===== src/rtl/ones_counter_scheduler_pkg.sv =====
// Shared types and width helpers for the ones_counter scheduler slice.
package ones_counter_scheduler_pkg;

    typedef enum logic [1:0] {
        IDLE   = 2'd0,
        COUNT  = 2'd1,
        RESULT = 2'd2
    } state_t;

    function automatic int ones_w(input int features);
        return $clog2(features + 1);
    endfunction

    function automatic int id_w(input int num_req);
        return $clog2(num_req);
    endfunction

    function automatic int wait_w(input int latency);
        return $clog2(latency + 1);
    endfunction

endpackage


===== src/rtl/ones_counter_scheduler_if.sv =====
// Requester-side bus of the scheduler: request/grant handshake plus tagged result.
interface ones_counter_scheduler_if #(
    parameter int INPUT_FEATURES = 8,
    parameter int NUM_REQ        = 4
);
    import ones_counter_scheduler_pkg::*;

    localparam int ONES_W = ones_w(INPUT_FEATURES);
    localparam int ID_W   = id_w(NUM_REQ);

    logic [NUM_REQ-1:0]                req_i;
    logic [NUM_REQ*INPUT_FEATURES-1:0] features_i;
    logic [NUM_REQ-1:0]                grant_o;
    logic                              busy_o;
    logic                              result_valid_o;
    logic [ID_W-1:0]                   result_id_o;
    logic [ONES_W-1:0]                 result_ones_o;

    modport master (
        output req_i, features_i,
        input  grant_o, busy_o, result_valid_o, result_id_o, result_ones_o
    );

    modport slave (
        input  req_i, features_i,
        output grant_o, busy_o, result_valid_o, result_id_o, result_ones_o
    );

endinterface


===== src/rtl/ones_counter.sv =====
// Population counter with a LATENCY-deep registered output pipeline.
module ones_counter #(
    parameter int  INPUT_FEATURES = 8,
    parameter int  LATENCY        = 1,
    localparam int ONES_W         = $clog2(INPUT_FEATURES + 1)
) (
    input  logic                      clk_i,
    input  logic                      rst_i,
    input  logic [INPUT_FEATURES-1:0] features_i,
    output logic [ONES_W-1:0]         ones_o
);

    logic [ONES_W-1:0] count_d;
    logic [ONES_W-1:0] pipe_q [LATENCY];

    always_comb begin
        count_d = '0;
        for (int unsigned i = 0; i < INPUT_FEATURES; i++) begin
            count_d = count_d + ONES_W'(features_i[i]);
        end
    end

    always_ff @(posedge clk_i or posedge rst_i) begin
        if (rst_i) begin
            for (int unsigned i = 0; i < LATENCY; i++) begin
                pipe_q[i] <= '0;
            end
        end else begin
            pipe_q[0] <= count_d;
            for (int unsigned i = 1; i < LATENCY; i++) begin
                pipe_q[i] <= pipe_q[i-1];
            end
        end
    end

    assign ones_o = pipe_q[LATENCY-1];

endmodule


===== src/rtl/ones_counter_scheduler_rr_arbiter.sv =====
// Combinational round-robin arbiter: first set request at or above ptr_i, wrapping.
module rr_arbiter
    import ones_counter_scheduler_pkg::*;
#(
    parameter int NUM_REQ = 4,
    localparam int ID_W   = id_w(NUM_REQ)
) (
    input  logic [NUM_REQ-1:0] req_i,
    input  logic [ID_W-1:0]    ptr_i,
    output logic [NUM_REQ-1:0] grant_o,
    output logic [ID_W-1:0]    idx_o,
    output logic               valid_o
);

    int unsigned     cand_int;
    logic [ID_W-1:0] cand_idx;

    always_comb begin
        grant_o  = '0;
        idx_o    = '0;
        valid_o  = 1'b0;
        cand_int = '0;
        cand_idx = '0;
        for (int unsigned i = 0; i < NUM_REQ; i++) begin
            cand_int = (32'(ptr_i) + i) % 32'(NUM_REQ);
            cand_idx = ID_W'(cand_int);
            if (!valid_o && req_i[cand_idx]) begin
                valid_o           = 1'b1;
                grant_o[cand_idx] = 1'b1;
                idx_o             = cand_idx;
            end
        end
    end

endmodule


===== src/rtl/ones_counter_scheduler.sv =====
// Time-shares one ones_counter among NUM_REQ requesters with round-robin grants
// and returns each popcount tagged with the owning requester id.
module ones_counter_scheduler
    import ones_counter_scheduler_pkg::*;
#(
    parameter int INPUT_FEATURES  = 8,
    parameter int NUM_REQ         = 4,
    parameter int COUNTER_LATENCY = 1
) (
    input  logic                    clock_i,
    input  logic                    reset_i,
    ones_counter_scheduler_if.slave bus
);

    localparam int ONES_W = ones_w(INPUT_FEATURES);
    localparam int ID_W   = id_w(NUM_REQ);
    localparam int WAIT_W = wait_w(COUNTER_LATENCY);

    state_t                    state_q;
    logic [ID_W-1:0]           ptr_q;
    logic [INPUT_FEATURES-1:0] feat_q;
    logic [ID_W-1:0]           id_q;
    logic [WAIT_W-1:0]         wait_q;
    logic [NUM_REQ-1:0]        grant_q;
    logic                      busy_q;
    logic                      valid_q;
    logic [ID_W-1:0]           res_id_q;
    logic [ONES_W-1:0]         res_ones_q;

    logic [NUM_REQ-1:0]        arb_grant;
    logic [ID_W-1:0]           arb_idx;
    logic                      arb_valid;
    logic [INPUT_FEATURES-1:0] sel_word_d;
    logic [ID_W-1:0]           ptr_d;
    logic [ONES_W-1:0]         cnt_ones;
    logic                      cnt_rst;

    rr_arbiter #(
        .NUM_REQ (NUM_REQ)
    ) u_arb (
        .req_i   (bus.req_i),
        .ptr_i   (ptr_q),
        .grant_o (arb_grant),
        .idx_o   (arb_idx),
        .valid_o (arb_valid)
    );

    assign cnt_rst = ~reset_i;

    ones_counter #(
        .INPUT_FEATURES (INPUT_FEATURES),
        .LATENCY        (COUNTER_LATENCY)
    ) u_cnt (
        .clk_i      (clock_i),
        .rst_i      (cnt_rst),
        .features_i (feat_q),
        .ones_o     (cnt_ones)
    );

    // One-hot mux keeps every slice index constant.
    always_comb begin
        sel_word_d = '0;
        for (int unsigned i = 0; i < NUM_REQ; i++) begin
            if (arb_grant[i]) begin
                sel_word_d = bus.features_i[i*INPUT_FEATURES +: INPUT_FEATURES];
            end
        end
    end

    always_comb begin
        ptr_d = '0;
        if (arb_idx != ID_W'(NUM_REQ - 1)) begin
            ptr_d = arb_idx + ID_W'(1);
        end
    end

    always_ff @(posedge clock_i or negedge reset_i) begin
        if (!reset_i) begin
            state_q    <= IDLE;
            ptr_q      <= '0;
            feat_q     <= '0;
            id_q       <= '0;
            wait_q     <= '0;
            grant_q    <= '0;
            busy_q     <= 1'b0;
            valid_q    <= 1'b0;
            res_id_q   <= '0;
            res_ones_q <= '0;
        end else begin
            grant_q <= '0;
            valid_q <= 1'b0;
            case (state_q)
                IDLE: begin
                    if (arb_valid) begin
                        grant_q <= arb_grant;
                        feat_q  <= sel_word_d;
                        id_q    <= arb_idx;
                        ptr_q   <= ptr_d;
                        wait_q  <= WAIT_W'(COUNTER_LATENCY);
                        busy_q  <= 1'b1;
                        state_q <= COUNT;
                    end
                end
                COUNT: begin
                    // Leave on the edge that takes the wait counter to zero.
                    wait_q <= wait_q - WAIT_W'(1);
                    if (wait_q == WAIT_W'(1)) begin
                        state_q <= RESULT;
                    end
                end
                RESULT: begin
                    valid_q    <= 1'b1;
                    res_ones_q <= cnt_ones;
                    res_id_q   <= id_q;
                    busy_q     <= 1'b0;
                    state_q    <= IDLE;
                end
                default: begin
                    state_q <= IDLE;
                end
            endcase
        end
    end

    assign bus.grant_o        = grant_q;
    assign bus.busy_o         = busy_q;
    assign bus.result_valid_o = valid_q;
    assign bus.result_id_o    = res_id_q;
    assign bus.result_ones_o  = res_ones_q;

endmodule


===== src/flat_wrapper.sv =====
// flat-port wrapper written by rule: the top's interface ports become plain ports
module ones_counter_scheduler_flat import ones_counter_scheduler_pkg::*;
#(
    parameter int INPUT_FEATURES  = 8,
    parameter int NUM_REQ         = 4,
    parameter int COUNTER_LATENCY = 1
)
  (clock_i, reset_i, bus_req_i, bus_features_i, bus_grant_o, bus_busy_o, bus_result_valid_o, bus_result_id_o, bus_result_ones_o);
  ones_counter_scheduler_if #(.INPUT_FEATURES(INPUT_FEATURES), .NUM_REQ(NUM_REQ)) bus_i ();
  input  logic clock_i;
  input  logic reset_i;
  input wire logic [$bits(bus_i.req_i)-1:0] bus_req_i;
  input wire logic [$bits(bus_i.features_i)-1:0] bus_features_i;
  output wire logic [$bits(bus_i.grant_o)-1:0] bus_grant_o;
  output wire logic [$bits(bus_i.busy_o)-1:0] bus_busy_o;
  output wire logic [$bits(bus_i.result_valid_o)-1:0] bus_result_valid_o;
  output wire logic [$bits(bus_i.result_id_o)-1:0] bus_result_id_o;
  output wire logic [$bits(bus_i.result_ones_o)-1:0] bus_result_ones_o;
  assign bus_i.req_i = bus_req_i;
  assign bus_i.features_i = bus_features_i;
  assign bus_grant_o = bus_i.grant_o;
  assign bus_busy_o = bus_i.busy_o;
  assign bus_result_valid_o = bus_i.result_valid_o;
  assign bus_result_id_o = bus_i.result_id_o;
  assign bus_result_ones_o = bus_i.result_ones_o;
  ones_counter_scheduler #(.INPUT_FEATURES(INPUT_FEATURES), .NUM_REQ(NUM_REQ), .COUNTER_LATENCY(COUNTER_LATENCY)) u_core (.clock_i(clock_i), .reset_i(reset_i), .bus(bus_i));
endmodule

===== config.mk =====
export PLATFORM = sky130hd
export DESIGN_NAME = ones_counter_scheduler_flat
export DESIGN_NICKNAME = d
export VERILOG_FILES = /design/src/rtl/ones_counter_scheduler_pkg.sv /design/src/rtl/ones_counter_scheduler_if.sv /design/src/rtl/ones_counter.sv /design/src/rtl/ones_counter_scheduler_rr_arbiter.sv /design/src/rtl/ones_counter_scheduler.sv /design/src/flat_wrapper.sv
export SDC_FILE = /design/constraint.sdc
export NUM_CORES = 1
export LEC_CHECK = 0
export ABC_AREA = 0
export BUFFER_PORTS_ARGS = -buffer_cell sky130_fd_sc_hd__buf_2
export CORE_ASPECT_RATIO = 0.7
export CORE_UTILIZATION = 40
export DETAILED_ROUTE_END_ITERATION = 12
export PLACE_DENSITY = 0.7
export SLEW_MARGIN = 20
export SYNTH_ARGS = -nofsm -noshare
export SYNTH_HDL_FRONTEND = slang
export SYNTH_SLANG_ARGS = --single-unit

===== constraint.sdc =====
create_clock -name clock_i -period 5 [get_ports clock_i]
set_clock_uncertainty 0.2 [all_clocks]
set_input_delay 1.5 -clock clock_i [delete_from_list [all_inputs] [get_ports clock_i]]
set_output_delay 1.5 -clock clock_i [all_outputs]
set_load 0.1 [all_outputs]

### After elaboration in Yosys (flattened, before gate mapping)

Index checks and enable logic that the tools add are counted.

| word-level totals | value |
|---|---|
| bits in registers | 31 |
| input bits | 38 |
| output and inout bits | 12 |
| word-level logic and storage cells | 98 |

| operators by class | value |
|---|---|
| add/subtract/negate cells | 12 |
| $lt $le $gt $ge | 8 |
| equal/unequal tests | 5 |
| muxes and demuxes | 42 |
| bitwise logic cells | 3 |
| reductions and logical operators | 17 |

Operators by type and width:

| kind | count |
|---|---|
| 8-bit 2-to-1 mux | 4 |
| 4-bit 2-to-1 mux | 6 |
| 4-bit by 1-bit adder with 4-bit output | 4 |
| 1-bit 2-to-1 mux | 14 |
| 2-bit 2-to-1 mux | 7 |
| 2-bit by 3-bit less-than comparator with 1-bit output (second input constant) | 4 |
| 4-bit bitwise OR | 3 |
| 1-bit binary-select mux with 2-bit select | 4 |
| 1-bit demux with 2-bit select | 4 |
| 2-bit by 1-bit >= comparator with 1-bit output (second input constant) | 4 |
| 2-bit AND reduction | 4 |
| 1-bit logical AND | 7 |
| 2-bit by 1-bit adder with 2-bit output (second input constant) | 2 |
| 2-bit adder (second input constant) | 2 |
| 3-bit by 1-bit adder with 4-bit output | 1 |
| 2-bit by 1-bit != test with 1-bit output (second input constant) | 2 |
| 1-bit one-hot mux with 2 select lines | 2 |
| 2-bit one-hot mux with 2 select lines | 1 |
| 2-bit nonzero test | 2 |
| 2-bit by 1-bit adder with 3-bit output | 1 |
| 1-bit logical NOT | 3 |
| 1-bit by 1-bit adder with 2-bit output | 1 |
| 2-bit by 1-bit == test with 1-bit output (second input constant) | 1 |
| 2-bit == test (second input constant) | 1 |
| 3 further kinds | 3 |

### Logic depth before layout (Yosys ltp)

Gate-level depths: netlist (run 1).

| logic depth | value |
|---|---|
| depth after elaboration | 16 |
| gate-level depth with buffers | 10 |
| gate-level depth less buffers | 9 |

### Cells and area by module

From an unflattened synthesis (run 1), not the netlist that was laid out.

| second synthesis, totals | value |
|---|---|
| cell total of the unflattened synthesis | 194 |
| area total of the unflattened synthesis | 2016.9 sq um |

By module, submodules not included:

| module | times used | cells each | area each (sq um) |
|---|---|---|---|
| ones_counter_scheduler | 1 | 120 | 1301.2 |
| rr_arbiter | 1 | 45 | 421.7 |
| ones_counter | 1 | 29 | 294.0 |

### Least setup slack after synthesis (run 1)

Ideal clock, no wire load.

| timing path | value |
|---|---|
| path kind | in2reg |
| start | input bus_req_i[1] |
| end | register u_core.feat_q[7] |
| setup time | 96 ps |
| arrival | 3467 ps |
| setup slack | 1237 ps |
| stages | 7 |
| path buffers | 1 |
| cells stage by stage | buf_2 > mux4_2 > nor2b_1 > a221o_1 > a2111oi_4 > a221oi_1 > o31ai_1 |

| on the way | value |
|---|---|
| longest elaborated chain between the ends | 16 |
| elaborated cells between the ends (all ways) | 30 |

RTL lines:

| item | RTL line | text |
|---|---|---|
| from (decl) | flat_wrapper.sv:12 | `input wire logic [$bits(bus_i.req_i)-1:0] bus_req_i;` |
| 1-bit binary-select mux with 2-bit select | ones_counter_scheduler_rr_arbiter.sv:27 | `if (!valid_o && req_i[cand_idx]) begin` |
| 1-bit 2-to-1 mux (not written as such) | ones_counter_scheduler_rr_arbiter.sv:27 |  |
| 1-bit 2-to-1 mux | ones_counter_scheduler_rr_arbiter.sv:27 |  |
| 1-bit logical NOT | ones_counter_scheduler_rr_arbiter.sv:27 |  |
| 1-bit logical AND | ones_counter_scheduler_rr_arbiter.sv:27 |  |
| 1-bit 2-to-1 mux | ones_counter_scheduler_rr_arbiter.sv:27 |  |
| 1-bit logical NOT | ones_counter_scheduler_rr_arbiter.sv:27 |  |
| 1-bit logical AND | ones_counter_scheduler_rr_arbiter.sv:27 |  |
| 1-bit 2-to-1 mux | ones_counter_scheduler_rr_arbiter.sv:27 |  |
| 1-bit logical NOT | ones_counter_scheduler_rr_arbiter.sv:27 |  |
| 1-bit logical AND | ones_counter_scheduler_rr_arbiter.sv:27 |  |
| 4-bit 2-to-1 mux | ones_counter_scheduler_rr_arbiter.sv:27 |  |
| 8-bit 2-to-1 mux (4 in series) | ones_counter_scheduler.sv:64 | `if (arb_grant[i]) begin` |
| to (signal assigned) | ones_counter_scheduler.sv:96 | `feat_q <= sel_word_d;` |
| to (decl) | ones_counter_scheduler.sv:21 | `logic [INPUT_FEATURES-1:0] feat_q;` |

Several ways; a longest one is shown, not always the timed one. The select of a mux whose other input is x is not followed.
A chain may end at the register's enable or synchronous reset.

==> results of run 1 <==
-- worst max-delay path, cell delays in order, from the launching register on --
cell and delay [ns]:
dfrtp_1 0.72, inv_1 0.24, ha_1 0.50, mux4_2 0.63, a21oi_1 0.15, o21ai_0 0.10
a22oi_1 0.60, nand2_1 0.36, o31ai_1 0.32
-- metal layers --
layer / part of all wire [%] / wire length (µm)
met5: 0 / 0
met1: 51 / 2100
met4: 0.93 / 38
met3: 5.5 / 223
met2: 42 / 1720
-- synthesized netlist by cell type --
| master | number | share of area [%] |
|---|---|---|
| a31oi_1 | 1 | 0.33 |
| and2_1 | 3 | 0.98 |
| a32oi_1 | 1 | 0.46 |
| clkbuf_1 | 5 | 0.98 |
| o21ai_0 | 7 | 1.8 |
| mux2_2 | 8 | 4.7 |
| nor2_1 | 17 | 3.3 |
| a21o_1 | 2 | 0.78 |
| o31ai_1 | 8 | 3.1 |
| a31o_2 | 1 | 0.46 |
| a2111oi_4 | 1 | 1.4 |
| nor3_1 | 3 | 0.78 |
| nand2b_1 | 4 | 1.3 |
| o21a_1 | 1 | 0.39 |
| nand2_1 | 17 | 3.3 |
| inv_1 | 17 | 3.3 |
| buf_2 | 2 | 0.52 |
| a211oi_1 | 1 | 0.39 |
| xor2_1 | 1 | 0.46 |
| xnor2_1 | 2 | 0.91 |
| a2bb2oi_1 | 8 | 3.7 |
| a22oi_1 | 1 | 0.39 |
| mux4_2 | 4 | 4.7 |
| o211ai_1 | 1 | 0.39 |
| a221o_1 | 1 | 0.52 |
| a221oi_1 | 9 | 4.1 |
| nor2b_1 | 4 | 1.3 |
| ha_1 | 10 | 6.5 |
| nor3b_1 | 1 | 0.39 |
| a21oi_1 | 6 | 1.6 |
| fa_1 | 4 | 4.2 |
| and3_1 | 1 | 0.33 |
| or2_2 | 2 | 0.65 |
| mux2i_1 | 2 | 1.0 |
| dfrtp_1 | 31 | 40 |
-- layout make-up --
| class | instances | area, µm² |
|---|---|---|
| Multi-Input combinational cell | 132 | 1050 |
| Clock inverter | 1 | 5.00 |
| Fill cell | 420 | 2180 |
| Clock buffer | 6 | 82.6 |
| Tap cell | 55 | 68.8 |
| Sequential cell | 31 | 776 |
| Inverter | 17 | 63.8 |
| Timing Repair Buffer | 50 | 253 |
-- through the flow --
| step | hold WS (ns) | instance area [µm²] |
|---|---|---|
| 3_5_place_dp | 0.262 | 2210 |
| 6_report | 0.277 | 2300 |
| 3_3_place_gp | 0.260 | 2210 |
| 5_1_grt | 0.284 | 2300 |
| 4_1_cts | 0.278 | 2300 |
| 2_1_floorplan | 0.240 | 1920 |
-- kinds of logic after synthesis --
logic type      after synthesis  synth area share (%)
buf+inv                      24                  4.83
fa+ha+maj                    14                  10.7
mux                          14                  10.4
simple gates                 52                  12.4
xor+xnor                      3                  1.37
compound gates               49                  19.8
flops                        31                  40.4
-- how the worst max path moves through the flow --
stage                                  end  slack, ns  cells after the start    startpoint
after floorplan           u_core.feat_q[7]       1.24                      7  bus_req_i[1]
after detailed placement  u_core.feat_q[6]       0.96                      7  bus_req_i[1]
final                     u_core.feat_q[6]       1.07                      8          flop
after global placement    u_core.feat_q[2]       1.04                      7  bus_req_i[1]
after CTS                 u_core.feat_q[6]       1.07                      8          flop
after global routing      u_core.feat_q[6]       0.71                      8          flop
-- registers in the layout (all words and copies together) (netlist names), named ones only --
name	cells
u_core.id_q	2
u_core.u_cnt.ones_o	4
u_core.bus.busy_o	1
u_core.bus.result_id_o	2
u_core.wait_q	1
u_core.bus.result_valid_o	1
u_core.bus.result_ones_o	4
u_core.state_q	2
u_core.feat_q	8
u_core.bus.grant_o	4
u_core.ptr_q	1
==> metrics list, run 1 <==
- In this run the deepest clock path goes through 2 buffers.
- In the global route stage, met1 resource usage came out at between 20% and 30%.
- For hold timing, the worst endpoint is u_core.bus.result_ones_o[1].
- OpenSTA, run right after detailed placement, puts the worst setup slack at ~0.96 ns.
* Chip width: 84.8 µm
* Source-to-sink clock delay at the later pin of the worst-skew pair: 0.28 ns
- Post-CTS repair changed the size of 0 cells.
- In this run the count of I/O pins placed on the die edge is 50.
- For the worst setup path, the data required time is 4.98 ns.
- Htree depth: 2
* Critical Path Fanout Max: 15
- For this run, design rule violations remaining after detail routing come to 4.
- Antenna cell count: 0
- Clk root buf: clkbuf_8
- Transition time at the pin with the least slew margin: 0.913 ns
* Kind of launch point of the worst setup path: flop
* Worst-case headroom to the max-slew limit: 38.8%
* Tmin final: 3.93 ns
* Worst setup path class: reg2reg
* Classification of the worst-slack hold path: reg2reg
- The die is 59.9 µm tall.
- Data arrives at the worst endpoint at 3.91 ns.
- Capture point of the worst reg-to-reg path: u_core.feat_q[6]
- Proportion of synthesized chip area in sequential cells: 40.4%
- The area growth from synthesis to layout is 19.8%.
- TritonCTS built the clock tree.
* Proportion of layout cells with a drive suffix above 1: 30.8%
- Global-route met2 utilization: 26.0%
* Remaining number of nets flagged by the antenna check after routing: 0
* Largest net degree at the start of global routing: 32
- Number of rows created at floorplan: 20
- In the layout the commonest cells are buf_2, dfrtp_1, inv_1, nor2_1, nand2_1.
* Final setup violating endpoints: 0
* Post-synthesis instance area: ~1900 µm²
- R2R setup slack: 1.07 ns
- The first detailed-routing pass took 10 iterations.
- Along the worst hold path, the cell count comes to 1.
* Number of vias per cell: 5.28
- Setup total negative slack on the finished layout was measured at 0 ns.
- Run status: complete, but fails checks
* Highest achievable clock rate: 0.255 GHz
* Wire length of the first global-routing pass: 6.89 mm
- RSZ-0062 raised after global routing: false
- Counting every sink on the clock net gives 31.
* Aggregate routed wire length: 4.09 mm
- Global routing used 18.2% of the available tracks across all layers.
- DRT iter0 DRCs: 52
- Dividing the final minimum period by the clock period gives 78.5%.
* Initial core utilization: 42.8%
- Synthesis-stage register bit count: 31
* Placeable core area: between 4000 and 5000 µm²
* HP Start: u_core.u_cnt.ones_o[1]
- Clk pin slew, worst setup/hold paths: roughly 0.06 ns
- In the post-route analysis, the smallest setup slack over all paths is about 1.1 ns.
* Placed Cells incl. Taps: ~290
- The detailed router placed ~1500 vias in this run.
- The checks that failed: design-rule violations.
- The number of endpoints with negative hold slack in the final report is 0.
- Instance count of the mapped netlist: between 150 and 200
- Hold buffers post-CTS: 0
- In this run, CTS created clock tree buffers numbering 5.
- Gpl congestion: 0.908
* # nets final: approximately 290
- The via count of the first global-routing pass was 1412.
- Synthesized net count: 239
- Category of the worst setup path capture point: flop
* DIE AREA: 5080 µm²
* Overflow left after global routing: 0
- Unique cell type count in the Yosys netlist: 35
- Busiest layer in global routing: met1
- The Yosys step of the flow raised 0 warnings.
* Mean routed wirelength per cell: 14.0 µm
- Cells fill 51.3% of the core in the end.
- Worst-case reg-to-reg path depth: 8
- After clock tree synthesis, the setup repair step added 0 buffers.
- GR Util met3: a little over 5%
- Max-cap violations in this run came to 0.
* Antenna violations before repair: 0
* Number of cells in the finished layout apart from fillers: 292
* Syn_area_per_cell: approximately 10 µm²
- Detail Placement HPWL: 3.19 mm
* Count of input and output buffers: 49
- Leaving out fill and tap cells, the most frequent cell in the layout is buf_2.
* Max-slew violation count: 0
Power of run 1 is left out: the tool's default activity adds up to more than one toggle a clock period on the data nets, which glitch-free logic cannot reach.
==> inputs of run 2 (changes only) <==
--- a/config.mk
+++ b/config.mk
@@ -10,7 +10,7 @@
 export CORE_ASPECT_RATIO = 0.7
 export CORE_UTILIZATION = 40
 export DETAILED_ROUTE_END_ITERATION = 12
-export PLACE_DENSITY = 0.7
+export PLACE_DENSITY = 0.73
 export SLEW_MARGIN = 20
 export SYNTH_ARGS = -nofsm -noshare
 export SYNTH_HDL_FRONTEND = slang
==> constraint.sdc (replaced) <==
create_clock -name clock_i -period 3.6 [get_ports clock_i]
set_clock_uncertainty 0.2 [all_clocks]
set_input_delay 1.08 -clock clock_i [delete_from_list [all_inputs] [get_ports clock_i]]
set_output_delay 1.08 -clock clock_i [all_outputs]
set_load 0.1 [all_outputs]
==> run 2 against run 1 <==
The flow still finishes with violations (design-rule violations). Worst setup slack lost 0.74 ns. Flip-flop and latch count is the same. Critical path depth unchanged. Design area is 2.0% higher. Global-route usage up 1.1 points. Final cell count rose by 2.1%. Via count is 2.9% higher. Sequential share of layout area shrank 0.65 points. Register-to-register slack worse by 0.63 ns. Clock-buffer cell count is the same. Hold slack about the same.
==> metrics list, run 2 (synthesized netlist as in run 1, its figures left out) <==
- Gpl congestion: 0.900
- Chip width: between 80 and 90 µm
* Worst setup path class: in2reg
- Buffers added to address setup during post-CTS repair amount to 0.
* Hold path cells: 2
- Measured against its own limit, the worst slew margin works out to between 50 and 60%.
- Vias in the first global route: around 1500
- I/O Pins: 50
- Num CTS Buffers: 5
- Critical Path Fanout Max: 10
- Remaining number of nets flagged by the antenna check after routing: 0
* Y dimension of the die: between 50 and 60 µm
- Slowest cell delay on critical path: 0.54 ns
* Highest achievable clock rate: 0.306 GHz
- Final-report hold violation count: 0
- TritonCTS built the clock tree.
- Maximum count of clock buffers along a single path: 2
- Detail Placement HPWL: 3.46 mm
- Placeable core area: 4480 µm²
- The floorplan step defined a die boundary enclosing slightly above 5000 µm².
* Combined global-route utilization of all metal layers: 19.3%
- The worst setup path is launched from a primary input.
- The critical path goes through buf_2 -> mux4_2 -> nor2b_1 -> a221oi_1 -> a2111oi_4 -> buf_4 -> a221oi_1 -> o31ai_1.
- Hold buffers post-CTS: 0
* DRT iter0 DRCs: 72
* Count of input and output buffers: 49
* Register name with the most flops: u_core.feat_q
- After detailed routing, the total wire length is 4.43 mm.
* Max-slew violation count: 0
- The floorplan has 20 rows.
* Source-to-sink clock delay at the later pin of the worst-skew pair: 0.28 ns
* Wire length of the first global-routing pass: approximately 7.2 mm
* Critical-path top delay cell: mux4_2
* Most common cell type on the critical path: a221oi_1
- Worst-case reg-to-reg path depth: 9
- STA puts the critical path data required time at between 3 and 4 ns.
* Antenna violations before repair: 0
* Clock sink count: 31
* Final setup violating endpoints: 0
- Failing checks: design-rule violations
- Entering global routing, the biggest net connects 32 pins.
* Layout area overhead: 22.2%
* Endpoint arrival time on the critical path: ~3.2 ns
- Placed Cells incl. Taps: 291
- Classification of the worst-slack hold path: reg2reg
- Number of flip-flops under the largest register name: 8
- For the pin with the worst max-slew slack, the measured transition is 0.685 ns.
- Vias after detailed routing: 1588
* Number of resized instances in the post-cts repair step: 0
* Period utilization: roughly nine tenths
- Initial core utilization: 42.8%
- Number of cells in the finished layout apart from fillers: 298
- DR pass1 iterations: 8
- Slack of the critical path: 0.330 ns
* Max-capacitance violation count: 0
- Of the cells placed in the final design, the portion with a size suffix greater than 1 is 32.5%.
- Layout Utilization: between 50% and 60%
- RSZ-0062 raised after global routing: false
- Clk root buf: clkbuf_8
- Category of the worst setup path capture point: flop
- Leaving out fill and tap cells, the most frequent cell in the layout is buf_2.
- For this run, design rule violations remaining after detail routing come to 2.
- The H-tree was split into 2 levels.
* Tmin final: roughly 3.3 ns
- Commonest cells after routing, fill and taps aside: buf_2, dfrtp_1, inv_1, nor2_1, nand2_1
* Run status: complete, but fails checks
- Clk pin slew, worst setup/hold paths: roughly 0.060 ns
- Prior to clock tree synthesis, the placed netlist has a worst setup slack of 0.0564 ns.
* # nets final: 295
* Number of vias per cell: 5.33
* Mean routed wirelength per cell: 14.9 µm
- Summed over all layers, the global routing overflow is 0.
* Total Negative Setup Slacks: 0 ns
* Antenna cell count: 0
## run 2: cell count changes in the layout (fill, tap and decap cells not counted)
cell   before  now
buf_4       1    7
## run 2: path summary, 6_finish.rpt
path / start / end / slack (ns)
setup reg to reg: flop / u_core.feat_q[4] / 0.44
setup / recovery: bus_req_i[1] / u_core.feat_q[4] / 0.33
min in group asynchronous: reset_i / u_core.bus.result_id_o[0] / 0.63
hold / removal: u_core.id_q[1] / u_core.id_q[1] / 0.28
max in group asynchronous: reset_i / u_core.feat_q[1] / 2.13
hold reg to reg: u_core.id_q[1] / u_core.id_q[1] / 0.28
## run 2: through the flow
step / hold slack (ns) / area [µm²]
after floorplan: 0.240 / 1920
after global placement: 0.259 / 2260
after detailed placement: 0.264 / 2260
after CTS: 0.279 / 2340
after global routing: 0.297 / 2340
final: 0.276 / 2340
## run 2: worst max-delay path, delay by kind of cell
kind | cells | cell delay (ns)
buf+inv | 2 | 0.34
simple gates | 1 | 0.19
mux | 1 | 0.54
compound gates | 4 | 1.06
## run 2: area by class of cell
cell class              instances  area (µm²)
fillers                       425        2140
multi-input cells             132        1050
flip-flops and latches         31         776
repair buffers                 56         298
clock buffers                   6        82.6
well taps                      55        68.8
inverters                      17        63.8
clock inverters                 1        5.00
## run 2: per-layer routing
metal / global-route usage (%) / vias to the layer above / part of all wire (%)
met2: 28.7 / 67 / 43
met1: 27.0 / 741 / 49
met5: 0 / - / 0
met4: 4.36 / 0 / 0.65
li1: - / 776 / -
met3: 7.18 / 4 / 6.9
Power of run 2 is left out for the same reason.
==> inputs of run 3 (changes only) <==
==> constraint.sdc (replaced) <==
create_clock -name clock_i -period 3.6 [get_ports clock_i]
set_clock_uncertainty 0.2 [all_clocks]
set_input_delay 0.72 -clock clock_i [delete_from_list [all_inputs] [get_ports clock_i]]
set_output_delay 0.72 -clock clock_i [all_outputs]
set_load 0.1 [all_outputs]
==> run 3 against run 2 <==
The flow still finishes with violations (design-rule violations). First-iteration DRC count fell by 18%. Clock-buffer cell count did not move. Flip-flop and latch count did not move. Die area did not move. Worst setup slack got worse by 0.071 ns. Critical path depth fell by 1. Wire length fell by 1.2%. Sequential share of layout area fell by 0.18 points.
==> metrics list, run 3 (synthesized netlist as in run 1, its figures left out) <==
- Run status: complete, but fails checks
* Failing checks: design-rule violations
* Vias in the first global route: between 1500 and 2000
- Final-report hold violation count: 0
- TritonCTS built the clock tree.
- Setup repair after global routing left no endpoint under its margin.
- Htree depth: 2
- DIE AREA: slightly above 5000 µm²
* Worst-case headroom to the max-slew limit: a little over half
* Num CTS Buffers: 5
- Slowest cell delay on critical path: 0.60 ns
- Period utilization: 92.8%
* Initial core utilization: 42.8%
* Remaining number of nets flagged by the antenna check after routing: 0
- Wire segments on met2 add up to 1.79 mm in the final route.
* Proportion of layout cells with a drive suffix above 1: about a third
- Buffer count from post-CTS setup fixing: 0
* Number of flip-flops under the largest register name: 8
- Of all nets on the critical path, the largest fanout is 10.
- Cells traversed along the worst timing path: inv_1 -> ha_1 -> mux4_2 -> a221o_1 -> a2111oi_4 -> a221oi_1 -> o31ai_1
- Mean routed wirelength per cell: 14.8 µm
- The floorplan has 20 rows.
* Wire length on met1: roughly 2.2 mm
* Source-to-sink clock delay at the later pin of the worst-skew pair: 0.29 ns
* Pre-CTS WS: 0.234 ns
- Counting along the longest clock path gives a buffer depth of 2.
- Using the TritonRoute via totals, the vias-per-cell ratio works out to 5.49.
* Largest net degree at the start of global routing: 32
* Total Negative Setup Slacks: 0 ns
* Category of the worst setup path capture point: flop
- DR pass1 iterations: 9
- The layout has 414 filler cells.
- Antenna violations before repair: 0
- Max-capacitance violation count: 0
* Worst setup path class: reg2reg
- Detail Placement HPWL: roughly 3.4 mm
- Highest metal layer used by the detailed router: met4
- Setup slack on the worst reg-to-reg path comes out at approximately 0.26 ns.
- Commonest cells after routing, fill and taps aside: buf_2, dfrtp_1, inv_1, nor2_1, nand2_1
- Antenna cell count: 0
- DRT iter0 DRCs: 59
* Max-slew violation count: 0
* Most common cell after layout, fill and taps aside: buf_2
* Wire length of the first global-routing pass: roughly 7.4 mm
- Kind of launch point of the worst setup path: flop
- I/O Pins: 50
- Clk root buf: clkbuf_8
- For the pin with the worst max-slew slack, the measured transition is 0.700 ns.
- Routability-driven placement finished with a final weighted congestion of slightly below 0.9.
- The routed layout has between 1500 and 2000 vias.
- The clock period could shrink to 3.34 ns.
* Finished layout cell area: ~2400 µm²
- After the last flow step, the layout net total stands at 292.
- Setup slack closes at 0.260 ns.
* Drc violations: 2
- From bottom edge to top edge, the die measures between 50 and 60 µm.
- Aggregate routed wire length: roughly 4.4 mm
- Setup violations remaining at the end of the flow were counted as 0.
* Critical-path top delay cell: mux4_2
* Endpoint arrival time on the critical path: 3.32 ns
- Clk pin slew, worst setup/hold paths: 0.07 ns
- Chip width: 84.8 µm
- During placement, the flow inserted port buffers numbering 49.
* Placeable core area: approximately 4500 µm²
- The total overflow left after global routing is 0.
- Summing all placed instances gives a cell area of 2230 µm².
- The routed design uses 379 µm of met3 wire.
* Highest achievable clock rate: around 0.30 GHz
- Layout area overhead: 22.8%
- Clock sink count: 31
* Critical path required time: 3.58 ns
- Ranked by flip-flop count, first place goes to u_core.feat_q.
- Classification of the worst-slack hold path: in2async
- In the global route stage, overall resource usage came out at 19.6%.
-- run 3: changes by cell type in the layout (fill, tap and decap cells not counted) --
cell and delta:
buf_4 -3, bufinv_16 +1, nor3_1 -1, nor3_2 +1
-- run 3: final timing paths --
path | start | to | cells past startpoint
worst max-delay path | u_core.ptr_q[1] | u_core.feat_q[1] | 7
min in group clock_i | u_core.u_cnt.ones_o[0] | u_core.bus.result_ones_o[0] | 1
worst min-delay path | reset_i | u_core.bus.result_id_o[0] | 1
worst max register to register | u_core.ptr_q[1] | u_core.feat_q[1] | 7
max in group asynchronous | reset_i | u_core.feat_q[1] | 1
worst min register to register | u_core.u_cnt.ones_o[0] | u_core.bus.result_ones_o[0] | 1
-- run 3: metal layers --
| layer | vias to the layer above | track usage (%) |
|---|---|---|
| li1 | 777 | - |
| met1 | 771 | 29.2 |
| met2 | 71 | 28.7 |
| met3 | 6 | 6.08 |
| met4 | 0 | 2.91 |
| met5 | - | 0 |
-- run 3: cell type report --
| class | instances | area (µm²) | share of cell area, % |
|---|---|---|---|
| Timing Repair Buffer | 53 | 275 | 11.7 |
| Sequential cell | 31 | 776 | 32.9 |
| Tap cell | 55 | 68.8 | 2.92 |
| Clock buffer | 6 | 82.6 | 3.51 |
| Clock inverter | 2 | 35.0 | 1.49 |
| Inverter | 17 | 63.8 | 2.71 |
| Multi-Input combinational cell | 132 | 1050 | 44.8 |
-- run 3: critical path, delay by kind of cell, from the launching register on --
kind | cells | cell delay (ns)
AOI/OAI and AO/OA | 4 | 1.40
adders and majority gates | 1 | 0.35
buffers and inverters | 1 | 0.15
DFF | 1 | 0.53
muxes | 1 | 0.60
-- run 3: stage by stage --
| stage | hold WS, ns | cells | util (%) |
|---|---|---|---|
| after detailed placement | 0.267 | 288 | 49.9 |
| after global placement | 0.259 | 288 | 49.9 |
| after global routing | 0.302 | 296 | 52.6 |
| after floorplan | 0.224 | 187 | - |
| after CTS | 0.282 | 296 | 52.5 |
| final | 0.279 | 296 | 52.6 |
-- run 3: timing repair --
item                                    CTS  global route
resized for setup                         0             0
hold buffers                              0             0
endpoints found under the setup margin    0             2
Power of run 3 is left out for the same reason.
